$ cat src/rtl/sprite_write_sched.sv
// Sprite engine write scheduler: arbitrates CPU writes against a small
// deferred-update FIFO that is only drained while vblank is high.
module sprite_write_sched #(
   parameter int QDEPTH = 4
) (
   input  logic        clk,
   input  logic        rst_n,
   input  logic        cpu_req,
   input  logic [5:0]  cpu_addr,
   input  logic [15:0] cpu_data,
   output logic        cpu_ack,
   input  logic        q_push,
   input  logic [5:0]  q_addr,
   input  logic [15:0] q_data,
   output logic        q_full,
   output logic [2:0]  q_count,
   input  logic        vblank,
   input  logic        clr_ovf,
   output logic        eng_wr,
   output logic [5:0]  eng_addr,
   output logic [15:0] eng_data,
   output logic        done,
   output logic        ovf
);

   localparam int PW = (QDEPTH > 1) ? $clog2(QDEPTH) : 1;
   localparam logic [2:0] QD = 3'(QDEPTH);

   typedef enum logic {
      IDLE  = 1'b0,
      DRAIN = 1'b1
   } state_t;

   state_t state_q, state_d;

   logic [5:0]    addr_mem [QDEPTH];
   logic [15:0]   data_mem [QDEPTH];

   logic [PW-1:0] wptr_q, wptr_d;
   logic [PW-1:0] rptr_q, rptr_d;
   logic [2:0]    count_q, count_d;
   logic          full_q, full_d;
   logic          ovf_q, ovf_d;
   logic          eng_wr_q, eng_wr_d;
   logic [5:0]    eng_addr_q, eng_addr_d;
   logic [15:0]   eng_data_q, eng_data_d;
   logic          cpu_ack_q, cpu_ack_d;
   logic          done_q, done_d;

   logic          push_ok;
   logic          q_win;
   logic          cpu_win;

   // Push acceptance depends only on the registered full flag, so a
   // same-cycle pop never rescues a push made while full.
   always_comb begin
      push_ok = q_push && !full_q;
      q_win   = (state_q == DRAIN) && vblank && (count_q != 3'd0);
      cpu_win = cpu_req && !q_win;
   end

   // Next-state, pointer, counter and output-register logic.
   always_comb begin
      state_d    = state_q;
      wptr_d     = wptr_q;
      rptr_d     = rptr_q;
      count_d    = count_q;
      ovf_d      = ovf_q;
      eng_wr_d   = 1'b0;
      eng_addr_d = eng_addr_q;
      eng_data_d = eng_data_q;
      cpu_ack_d  = 1'b0;
      done_d     = 1'b0;

      if (push_ok) begin
         wptr_d = wptr_q + 1'b1;
      end

      if (q_win) begin
         rptr_d = rptr_q + 1'b1;
      end

      count_d = count_q + {2'b00, push_ok} - {2'b00, q_win};

      if (q_push && full_q) begin
         ovf_d = 1'b1;
      end else if (clr_ovf) begin
         ovf_d = 1'b0;
      end

      unique case (1'b1)
         q_win: begin
            eng_wr_d   = 1'b1;
            eng_addr_d = addr_mem[rptr_q];
            eng_data_d = data_mem[rptr_q];
         end
         cpu_win: begin
            eng_wr_d   = 1'b1;
            eng_addr_d = cpu_addr;
            eng_data_d = cpu_data;
            cpu_ack_d  = 1'b1;
         end
         default: begin
         end
      endcase

      unique case (state_q)
         IDLE: begin
            if (vblank && (count_q != 3'd0)) begin
               state_d = DRAIN;
            end
         end
         DRAIN: begin
            if (!vblank || (count_q == 3'd0)) begin
               state_d = IDLE;
            end else if (count_d == 3'd0) begin
               state_d = IDLE;
               done_d  = 1'b1;
            end
         end
         default: state_d = IDLE;
      endcase

      full_d = (count_d == QD);
   end

   // State and output registers with synchronous active-low reset.
   always_ff @(posedge clk) begin
      if (!rst_n) begin
         state_q    <= IDLE;
         wptr_q     <= '0;
         rptr_q     <= '0;
         count_q    <= 3'd0;
         full_q     <= 1'b0;
         ovf_q      <= 1'b0;
         eng_wr_q   <= 1'b0;
         eng_addr_q <= 6'd0;
         eng_data_q <= 16'd0;
         cpu_ack_q  <= 1'b0;
         done_q     <= 1'b0;
      end else begin
         state_q    <= state_d;
         wptr_q     <= wptr_d;
         rptr_q     <= rptr_d;
         count_q    <= count_d;
         full_q     <= full_d;
         ovf_q      <= ovf_d;
         eng_wr_q   <= eng_wr_d;
         eng_addr_q <= eng_addr_d;
         eng_data_q <= eng_data_d;
         cpu_ack_q  <= cpu_ack_d;
         done_q     <= done_d;
      end
   end

   // FIFO storage; contents need no reset since pointers gate validity.
   always_ff @(posedge clk) begin
      if (push_ok) begin
         addr_mem[wptr_q] <= q_addr;
         data_mem[wptr_q] <= q_data;
      end
   end

   assign cpu_ack  = cpu_ack_q;
   assign q_full   = full_q;
   assign q_count  = count_q;
   assign eng_wr   = eng_wr_q;
   assign eng_addr = eng_addr_q;
   assign eng_data = eng_data_q;
   assign done     = done_q;
   assign ovf      = ovf_q;

endmodule

$ cat config.mk
export PLATFORM = sky130hd
export DESIGN_NAME = sprite_write_sched
export DESIGN_NICKNAME = d
export VERILOG_FILES = /design/src/rtl/sprite_write_sched.sv
export SDC_FILE = /design/constraint.sdc
export NUM_CORES = 1
export LEC_CHECK = 0
export ABC_AREA = 1
export CAP_MARGIN = 40
export CORE_ASPECT_RATIO = 1.4
export CORE_UTILIZATION = 49
export CTS_CLUSTER_DIAMETER = 150
export DETAILED_ROUTE_END_ITERATION = 8
export PLACE_DENSITY = 0.74
export RECOVER_POWER = 50
export SLEW_MARGIN = 20
export SYNTH_ARGS = -nofsm -noshare
export SYNTH_HDL_FRONTEND = slang
export SYNTH_SLANG_ARGS = --single-unit
export TNS_END_PERCENT = 30
$ cat constraint.sdc
create_clock -name clk -period 2.3 [get_ports clk]
set_input_delay 0.345 -clock clk [delete_from_list [all_inputs] [get_ports clk]]
set_output_delay 0.345 -clock clk [all_outputs]
set_load 0.005 [all_outputs]
Word level (Yosys, flattened, before mapping). Memories as Yosys holds them, arrays and structs flattened. A register that Yosys moved wholly into a read port is not among the register bits. Cells that the tools add are included.

Register bits after elaboration: 35. RAM bits: 88. Input bits: 50. Output and inout bits: 30. Memories: 2.

Add/subtract/negate cells: 4. Eq/ne operators: 1. Mux-type cells: 17. Bitwise logic cells: 2. Reduce and logical (&&, ||, !) cells: 17.

Memory list: data_mem (depth 4, width 16, rd ports 1, clocked after Yosys merged registers in 1, wr ports 1, RTL line 37) `logic [15:0] data_mem [QDEPTH];`; addr_mem (depth 4, width 6, rd ports 1, clocked after Yosys merged registers in 1, wr ports 1, RTL line 36) `logic [5:0] addr_mem [QDEPTH];`.

Operator list (number): $pmux 16 s2 (1); $pmux 6 s2 (1); $mux 1 (10); $mux 2 (4); $logic_and 1x1->1 (6); $logic_not 3->1 (2); $add 2x1->2 const B (2); $reduce_bool 2->1 (2); $add 3x1->3 (1); $eq 3x3->1 const B (1); $logic_not 1->1 (3); $reduce_bool 3->1 (1); $reduce_or 3->1 (1); $sub 3x1->3 (1); $not 1->1 (2); $pmux 1 s2 (1); $reduce_or 2->1 (1); $logic_or 1x1->1 (1).

Logic depth before layout (Yosys ltp). Gate-level depths: netlist of run 1.

Word-level depth: 8. Mapped depth: 15. Depth with buffers taken out: 14.

Least setup slack after synthesis of run 1. No wires, ideal clock.

Path type: reg-to-reg. Start: register count_q[1] (netlist: q_count[1]). End: register state_q. Library setup time: 109 ps. Arrival time: 2081 ps. Required time: 2191 ps. Setup slack: 110 ps. Cell stages (with the launch flop): 16. Path buffers: 1. Period minus slack after synthesis: 2190 ps. Cell sequence: dfxtp_1 -> nor2_2 -> nand2_2 -> nand2_4 -> inv_2 -> buf_6 -> ha_1 -> inv_1 -> ha_1 -> fa_1 -> nor2_1 -> inv_1 -> nor2_1 -> nand2_1 -> nand2_1 -> inv_1.

Word-level cells in the longest chain between the ends: 7. Elaborated cells between the ends (all ways): 12.

RTL lines: from (decl) (RTL line 41) `logic [2:0] count_q, count_d;`; from (signal assigned) (RTL line 145) `count_q <= count_d;`; $reduce_bool 3->1 (RTL line 58) `q_win = (state_q == DRAIN) && vblank && (count_q != 3'd0);`; $logic_and 1x1->1 (RTL line 58); net q_win (RTL line 51) `logic q_win;`; $sub 3x1->3 (RTL line 83) `count_d = count_q + {2'b00, push_ok} - {2'b00, q_win};`; net count_d[1] (RTL line 41); $logic_not 3->1 (RTL line 116) `end else if (count_d == 3'd0) begin`; $mux 1 (RTL line 116); $mux 1 (RTL line 114) `if (!vblank || (count_q == 3'd0)) begin`; $pmux 1 s2 (RTL line 107) `unique case (state_q)`; to (signal assigned) (RTL line 142) `state_q <= state_d;`; to (decl) (RTL line 34) `state_t state_q, state_d;`.

The timed path passes the listed nets, and every way through them passes these cells. A chain may end at the register's enable or synchronous reset.

Worst setup path in the final report of run 1.
Start: register count_q[1] (netlist: q_count[1]). End: register state_q.

Word-level cells in the longest chain between the ends: 7. Elaborated cells between the ends (all ways): 12.

RTL lines (RTL line): parallel branches: the longest is 2 deep, another holds $add 3x1->3; $sub 3x1->3 * (83); net count_d[1] (41); $logic_not 3->1 * (116); $mux 1 * (116); $mux 1 * (114); $pmux 1 s2 * (107).

Mark *: on every way through the listed nets, which the timed path passes.

==> reports/metrics.yaml, run 1 <==
global_route:
  track_usage_pct: 21.33
  grt_start_max_net_pins: 45
  antenna_found_initial: 0
  grt_pass1_vias: 3996
  grt_overflow_total: 0
  grt_pass1_wl_um: 18570
power_and_ir_drop:
  finalPower_mw: 6.532
  power_density_mw_per_mm2: 943.2
  ir_drop_mv: 0.5812
  p_leak_nw: 3.023
placement:
  post_dp_cell_area_mm2: 0.006325
  numPortBuffers: 79
  hpwl_um: 6972
  gp_congestion: 0.7860
yosys:
  synthCells: 550
  synth.avg_cell_area_um2: 9.723
  synth_cell_type_count: 29
  synthSimpleGateAreaFrac_pct: 24.03
  ys_ff_latch: 125
  ys_async_sr_fraction_pct: 0
  synthTopCellsByArea: "edfxtp_1, dfxtp_1, nand2_1"
  postSynthNetCount: 607
  ys.flop_type: "edfxtp_1"
  ys_seq_area_share_pct: 63.27
  synth-edff-count: 88
  synthesis.area_mm2: 0.005348
  synth-compound-area-share_pct: 1.427
  synth_top_family_by_area: "simple AND/OR/NAND/NOR gates"
  ys_warn_count: 0
  synth-adder-area-share_pct: 1.778
  synth-xor-area-share_pct: 0.1638
  synth.top_cell.area_share_pct: 49.42
  yosysTopAreaCell: "edfxtp_1"
  synth_mux_area_share_pct: 0
worst_setup_path:
  cp.arrival_ps: 2460
  slowest_stage: "fa_1"
  path_buf_inv: 4
  slowest_delay_ps: 490
  cp_common_cell: "inv_1"
  path_max_fanout: 4
  cp-end-kind: "flip-flop"
  critPathKind: "reg2reg"
  crit_required_ps: 2610
  crit_family: "adder cells"
  worstSetupStartpointType: "flip-flop"
  crit_path_cell_trace: "nor2_2 -> nand2_2 -> nand2_4 -> inv_2 -> ha_1 -> inv_1 -> ha_1 -> fa_1 -> nor2_1 -> inv_1 -> nor2_1 -> nand2_1 -> nand2_1 -> inv_1"
sta:
  setup_viol: 0
  hold_viol: 0
  fin_crit_ps: 2149
  rsz0062_at_grt: "false"
  fmax_mhz: 465.3
  finalClockSkew_ps: 5.481
  period_share_pct: 93.44
  tightest_slew_ps: 778.5
  slew_headroom_pct: 48.10
  finalMaxSlewViolations: 0
route:
  firstDrtPassIters: 4
  drt_iter0_drc: 231
  via_count: 3973
  wl_per_cell_um: 14.38
  ant_nets: 0
  drc: 0
  vias_per_cell: 5.016
  routed_wl_um: 11390
job:
  maxCapViolations: 0
cts:
  clkLatencyLatePin_ps: 410
  htree_levels: 4
  clk_pin_slew_ps: 50
  clk_path_buf_depth: 2
  cts_sinks: 125
  cts_made_buffers: 17
  cts_tree: "yes"
  cts_root_buf: "clkbuf_16"
floorplanning:
  die_w_um: 90.29
  fp-row-count: 44
  die_y_um: 125.6
  io_pins: 80
  core_mm2: 0.01052
  start_util_pct: 50.86
  dieArea_mm2: 0.01134
worst_hold_path:
  hold_class: "reg2reg"
outcome:
  status: "complete, no violations"
final_layout:
  fin_util_pct: 65.86
  nNetsFinal: 698
  drive_gt1_share_pct: 8.716
  antenna_cells: 0
  syn_to_final_growth_pct: 29.50
  stdcell_area_mm2: 0.006925
logic make-up after synthesis:
logic type / after synthesis
AND/OR/NAND/NOR: 291
flip-flops: 125
buffers and inverters: 113
AO/OA/AOI/OAI: 13
adder cells (fa/ha/maj): 7
XOR/XNOR: 1
cell usage after synthesis (2+ instances only):
| master | count |
|---|---|
| nor2_2 | 2 |
| inv_2 | 2 |
| nand3_1 | 90 |
| dfxtp_1 | 37 |
| buf_2 | 12 |
| and3_1 | 2 |
| nand3b_1 | 8 |
| o21ai_0 | 6 |
| inv_1 | 85 |
| clkinv_1 | 2 |
| buf_4 | 5 |
| nand2_1 | 170 |
| nand2_4 | 3 |
| nor2_1 | 12 |
| a21oi_1 | 6 |
| ha_1 | 6 |
| edfxtp_1 | 88 |
| buf_6 | 3 |
final timing paths:
check	depth (start not counted)	slack (ps)	end	startpoint
max	14	150	state_q$_SDFF_PN0_	q_count[1]$_SDFF_PN0_
min	2	450	eng_data[14]$_SDFFE_PN0P_	eng_data[14]$_SDFFE_PN0P_
max reg2reg	14	150	state_q$_SDFF_PN0_	q_count[1]$_SDFF_PN0_
min reg2reg	2	450	eng_data[14]$_SDFFE_PN0P_	eng_data[14]$_SDFFE_PN0P_
area by class of cell:
class | count | area (um^2)
fillers | 770 | 3590
repair buffers | 95 | 935.9
clock inverters | 14 | 198.9
inverters | 90 | 340.3
multi-input cells | 312 | 1465
well taps | 138 | 172.7
clock buffers | 18 | 429.2
flip-flops and latches | 125 | 3383
worst min-delay path, cell delays in order (launching register included):
cell and delay, ps:
dfxtp_1 310, nand2_1 60, nand2_1 40
timing repair:
| item | CTS | global route |
|---|---|---|
| hold buffers | 0 | 0 |
| setup endpoints to repair | 0 | 1 |
| gates resized for setup | 0 | 1 |
| setup buffers | 0 | 1 |
sequential cells by signal, indices dropped and copies added (netlist names), named ones only:
signal	flops
data_mem	64
addr_mem	24
eng_data	16
eng_addr	6
q_count	3
rptr_q	2
wptr_q	2
cpu_ack	1
done	1
eng_wr	1
ovf	1
q_full	1
state_q	1
through the flow:
step,cells,hold slack [ps],worst slack (ps),setup TNS (ps)
after floorplan,550,433.4,109.8,0
after global placement,759,442.3,-222.9,-540.3
after detailed placement,759,446.3,-262.5,-698.3
after CTS,791,455.7,151.2,0
after global routing,792,472.5,4.677,0
final,792,452.3,150.9,0
layout by cell type (no fill, tap or decap), types with 2 or more instances in the layout:
master           count
bufinv_16            5
and3_1               2
nand3_1             90
clkinvlp_4           3
clkbuf_16           17
nand2_1            171
nor2_2               5
inv_1               85
nand3b_1             8
clkinv_1             4
inv_2                3
clkdlybuf4s50_1     56
buf_4                9
buf_12               3
edfxtp_1            88
a21oi_1              6
clkinv_2             3
clkbuf_2             2
dlygate4sd3_1       23
ha_1                 6
nand2_4              2
clkbuf_1             3
o21ai_0              6
dfxtp_1             37
nor2_1               9
where the power goes:
group          switching, mW  internal [mW]  total, mW
clock network          0.904           1.90       2.80
logic                  0.545          0.427      0.972
registers             0.0946           2.66       2.76
routing by layer:
metal | vias to the layer above | track usage (%) | share of wire [%]
li1 | 1950 | - | -
met1 | 1861 | 24.57 | 41
met2 | 139 | 36.91 | 52
met3 | 23 | 6.144 | 5.2
met4 | 0 | 9.108 | 2.2
met5 | - | 0 | 0
Note: power is estimated with default switching activity, not from simulation.
==> run 2: changes to the inputs <==
Settings changed: SLEW_MARGIN 20 to 25.
==> results of run 2 <==
Final layout, timing and power as in run 1 (identical DEF).
==> run 3: changes to the inputs <==
Settings changed: CORE_ASPECT_RATIO 1.4 to default, HOLD_SLACK_MARGIN from default to 0.12.
==> run 3 against run 2 <==
  * Clock power fell by 17%
  * Critical path depth did not move
  * Die area barely moved
  * Final cell count fell by 0.25%
  * Power fell by 7.3%
  * Maximum frequency fell by 2.3%
  * Largest cell class unchanged
  * Utilization fell by 0.82 points
==> reports/metrics.yaml, run 3 (synthesized netlist as in run 1, its figures left out) <==
power_and_ir_drop:
  ir_drop_mv: 0.6277  # was 0.5812 mV
  finalPower_mw: 6.053  # was 6.532 mW
  p_leak_nw: 2.958  # was 3.023 nW
  power_density_mw_per_mm2: 889.4  # was 943.2 mW/mm^2
  pwr-share-comb_pct: 16.1  # was 14.9%
  power.share.clock_pct: 38.3  # was 42.9%
  pwr-share-seq_pct: 45.6  # was 42.2%
  p_sw_share_pct: 25.93  # was 23.63%
  p_int_mw: 4.483  # was 4.989 mW
  p_sw_mw: 1.570  # was 1.544 mW
route:
  ant_nets: 0  # unchanged
  wl_per_cell_um: 14.48  # was 14.38 um
  firstDrtPassIters: 5  # was 4
  vias_per_cell: 4.973  # was 5.016
  via_count: 3929  # was 3,973
  drc: 0  # unchanged
  drt_iter0_drc: 314  # was 231
  routed_wl_um: 11440  # was 11,390 um
floorplanning:
  core_mm2: 0.01046  # was 0.01052 mm^2
  die_w_um: 106.5  # was 90.29 um
  fp-row-count: 37  # was 44
  die_y_um: 106.5  # was 125.6 um
  start_util_pct: 51.11  # was 50.86%
  io_pins: 80  # unchanged
  dieArea_mm2: 0.01133  # was 0.01134 mm^2
sta:
  period_share_pct: 95.66  # was 93.44%
  fmax_mhz: 454.5  # was 465.3 MHz
  fin_crit_ps: 2200  # was 2149 ps
  slew_headroom_pct: 28.34  # was 48.10%
  hold_viol: 0  # unchanged
  finalClockSkew_ps: 10.83  # was 5.481 ps
  tightest_slew_ps: 1075  # was 778.5 ps
  setup_tns_ps: 0  # unchanged
  finalMaxSlewViolations: 0  # unchanged
  setup_viol: 0  # unchanged
cts:
  clk_path_buf_depth: 2  # unchanged
  cts_made_buffers: 17  # unchanged
  clk_pin_slew_ps: 50  # about the same
  clkLatencyLatePin_ps: 510  # was 410 ps
  postCtsSetupRepairBufs: 0  # unchanged
  htree_levels: 4  # unchanged
  cts_root_buf: "clkbuf_8"  # was clkbuf_16
  cts_sinks: 125  # unchanged
  cts_tree: "yes"  # unchanged
outcome:
  status: "complete, no violations"  # unchanged
worst_setup_path:
  worstSetupStartpointType: "flip-flop"  # unchanged
  critPathKind: "reg2reg"  # unchanged
  slowest_delay_ps: 510  # was 490 ps
  path_buf_inv: 4  # unchanged
  crit_family: "adder cells"  # unchanged
  cp-end-kind: "flip-flop"  # unchanged
  crit_required_ps: 2710  # was 2610 ps
  cp.arrival_ps: 2610  # was 2460 ps
  path_max_fanout: 4  # unchanged
  slowest_stage: "fa_1"  # unchanged
  crit_path_cell_trace: "nor2_2 -> nand2_2 -> nand2_4 -> inv_2 -> ha_1 -> inv_1 -> ha_2 -> fa_1 -> nor2_2 -> inv_2 -> nor2_4 -> nand2_1 -> nand2_1 -> inv_1"  # was nor2_2 -> nand2_2 -> nand2_4 -> inv_2 -> ha_1 -> inv_1 -> ha_1 -> fa_1 -> nor2_1 -> inv_1 -> nor2_1 -> nand2_1 -> nand2_1 -> inv_1
global_route:
  track_usage_pct: 21.52  # was 21.33%
  grt_pass1_wl_um: 18480  # was 18,570 um
  grt_pass1_vias: 3857  # was 3,996
  grt_start_max_net_pins: 45  # unchanged
  grt_overflow_total: 0  # unchanged
  antenna_found_initial: 0  # unchanged
final_layout:
  syn_to_final_growth_pct: 27.26  # was 29.50%
  fillers: 823  # was 770
  fin_util_pct: 65.04  # was 65.86%
  layout_commonest_cell: "nand2_1"  # unchanged
  mostFrequentLayoutCells: "nand2_1, nand3_1, edfxtp_1, inv_1, clkdlybuf4s50_1"  # unchanged
  instances_no_fill: 790  # was 792
  antenna_cells: 0  # unchanged
  largest_reg_flops: 64  # unchanged
  nNetsFinal: 699  # was 698
  stdcell_area_mm2: 0.006805  # was 0.006925 mm^2
  drive_gt1_share_pct: 8.716  # unchanged
  top_register: "data_mem"  # unchanged
placement:
  gp_congestion: 0.7764  # was 0.7860
  dp_cells: 759  # unchanged
  hpwl_um: 7374  # was 6972 um
  numPortBuffers: 79  # unchanged
  post_dp_cell_area_mm2: 0.006337  # was 0.006325 mm^2
worst_hold_path:
  hold_class: "in2reg"  # was reg2reg
job:
  maxCapViolations: 0  # unchanged
## run 3: worst paths after layout
check | startpoint | end | slack, ps | depth (start not counted)
max | q_count[1]$_SDFF_PN0_ | state_q$_SDFF_PN0_ | 100 | 14
min | cpu_addr[1] | eng_addr[1]$_SDFFE_PN0P_ | 410 | 3
max reg2reg | q_count[1]$_SDFF_PN0_ | state_q$_SDFF_PN0_ | 100 | 14
min reg2reg | eng_data[13]$_SDFFE_PN0P_ | eng_data[13]$_SDFFE_PN0P_ | 450 | 2
## run 3: final cells by class
type	instances	area (um^2)	share of cell area, %
Clock buffer	18	417.9	6.141
Clock inverter	13	101.3	1.489
Sequential cell	125	3386	49.75
Tap cell	136	170.2	2.500
Multi-Input combinational cell	312	1470	21.60
Inverter	90	340.3	5.001
Timing Repair Buffer	96	919.6	13.51
## run 3: power by group through the flow
| stage | logic, mW | registers [mW] | clock network [mW] |
|---|---|---|---|
| 6_report | 0.977 | 2.76 | 2.32 |
| 5_1_grt | 1.10 | 2.78 | 2.46 |
| 4_1_cts | 1.01 | 2.75 | 2.35 |
| 3_5_place_dp | 0.996 | 2.80 | 0 |
| 3_3_place_gp | 0.961 | 2.79 | 0 |
| 2_1_floorplan | 0.547 | 2.79 | 0 |
## run 3: through the flow
step	hold WS (ps)	setup slack (ps)
floorplan	433.4	109.8
global placement	442.2	-222.8
detailed placement	444.9	-317.9
CTS	391.3	115.5
global route	408.2	-49.08
finish	410.1	99.90
## run 3: metal layers
metal / routed length [um] / share of wire (%) / global-route usage, %
met1: 4936 / 43 / 27.34
met2: 5604 / 49 / 35.48
met3: 728 / 6.4 / 5.886
met4: 169 / 1.5 / 7.436
met5: 0 / 0 / 0
## run 3: timing repair
| action | CTS | global route |
|---|---|---|
| hold buffers | 0 | 0 |
| gates resized for setup | 0 | 7 |
| setup endpoints to repair | 0 | 2 |
## run 3: worst register-to-register path: stages, from the launching register on
cell	delay, ps
dfxtp_2	330
nor2_2	110
nand2_2	70
nand2_4	60
inv_2	40
ha_1	260
inv_1	50
ha_2	170
fa_1	510
nor2_2	150
inv_2	70
nor2_4	110
nand2_1	60
nand2_1	70
inv_1	30
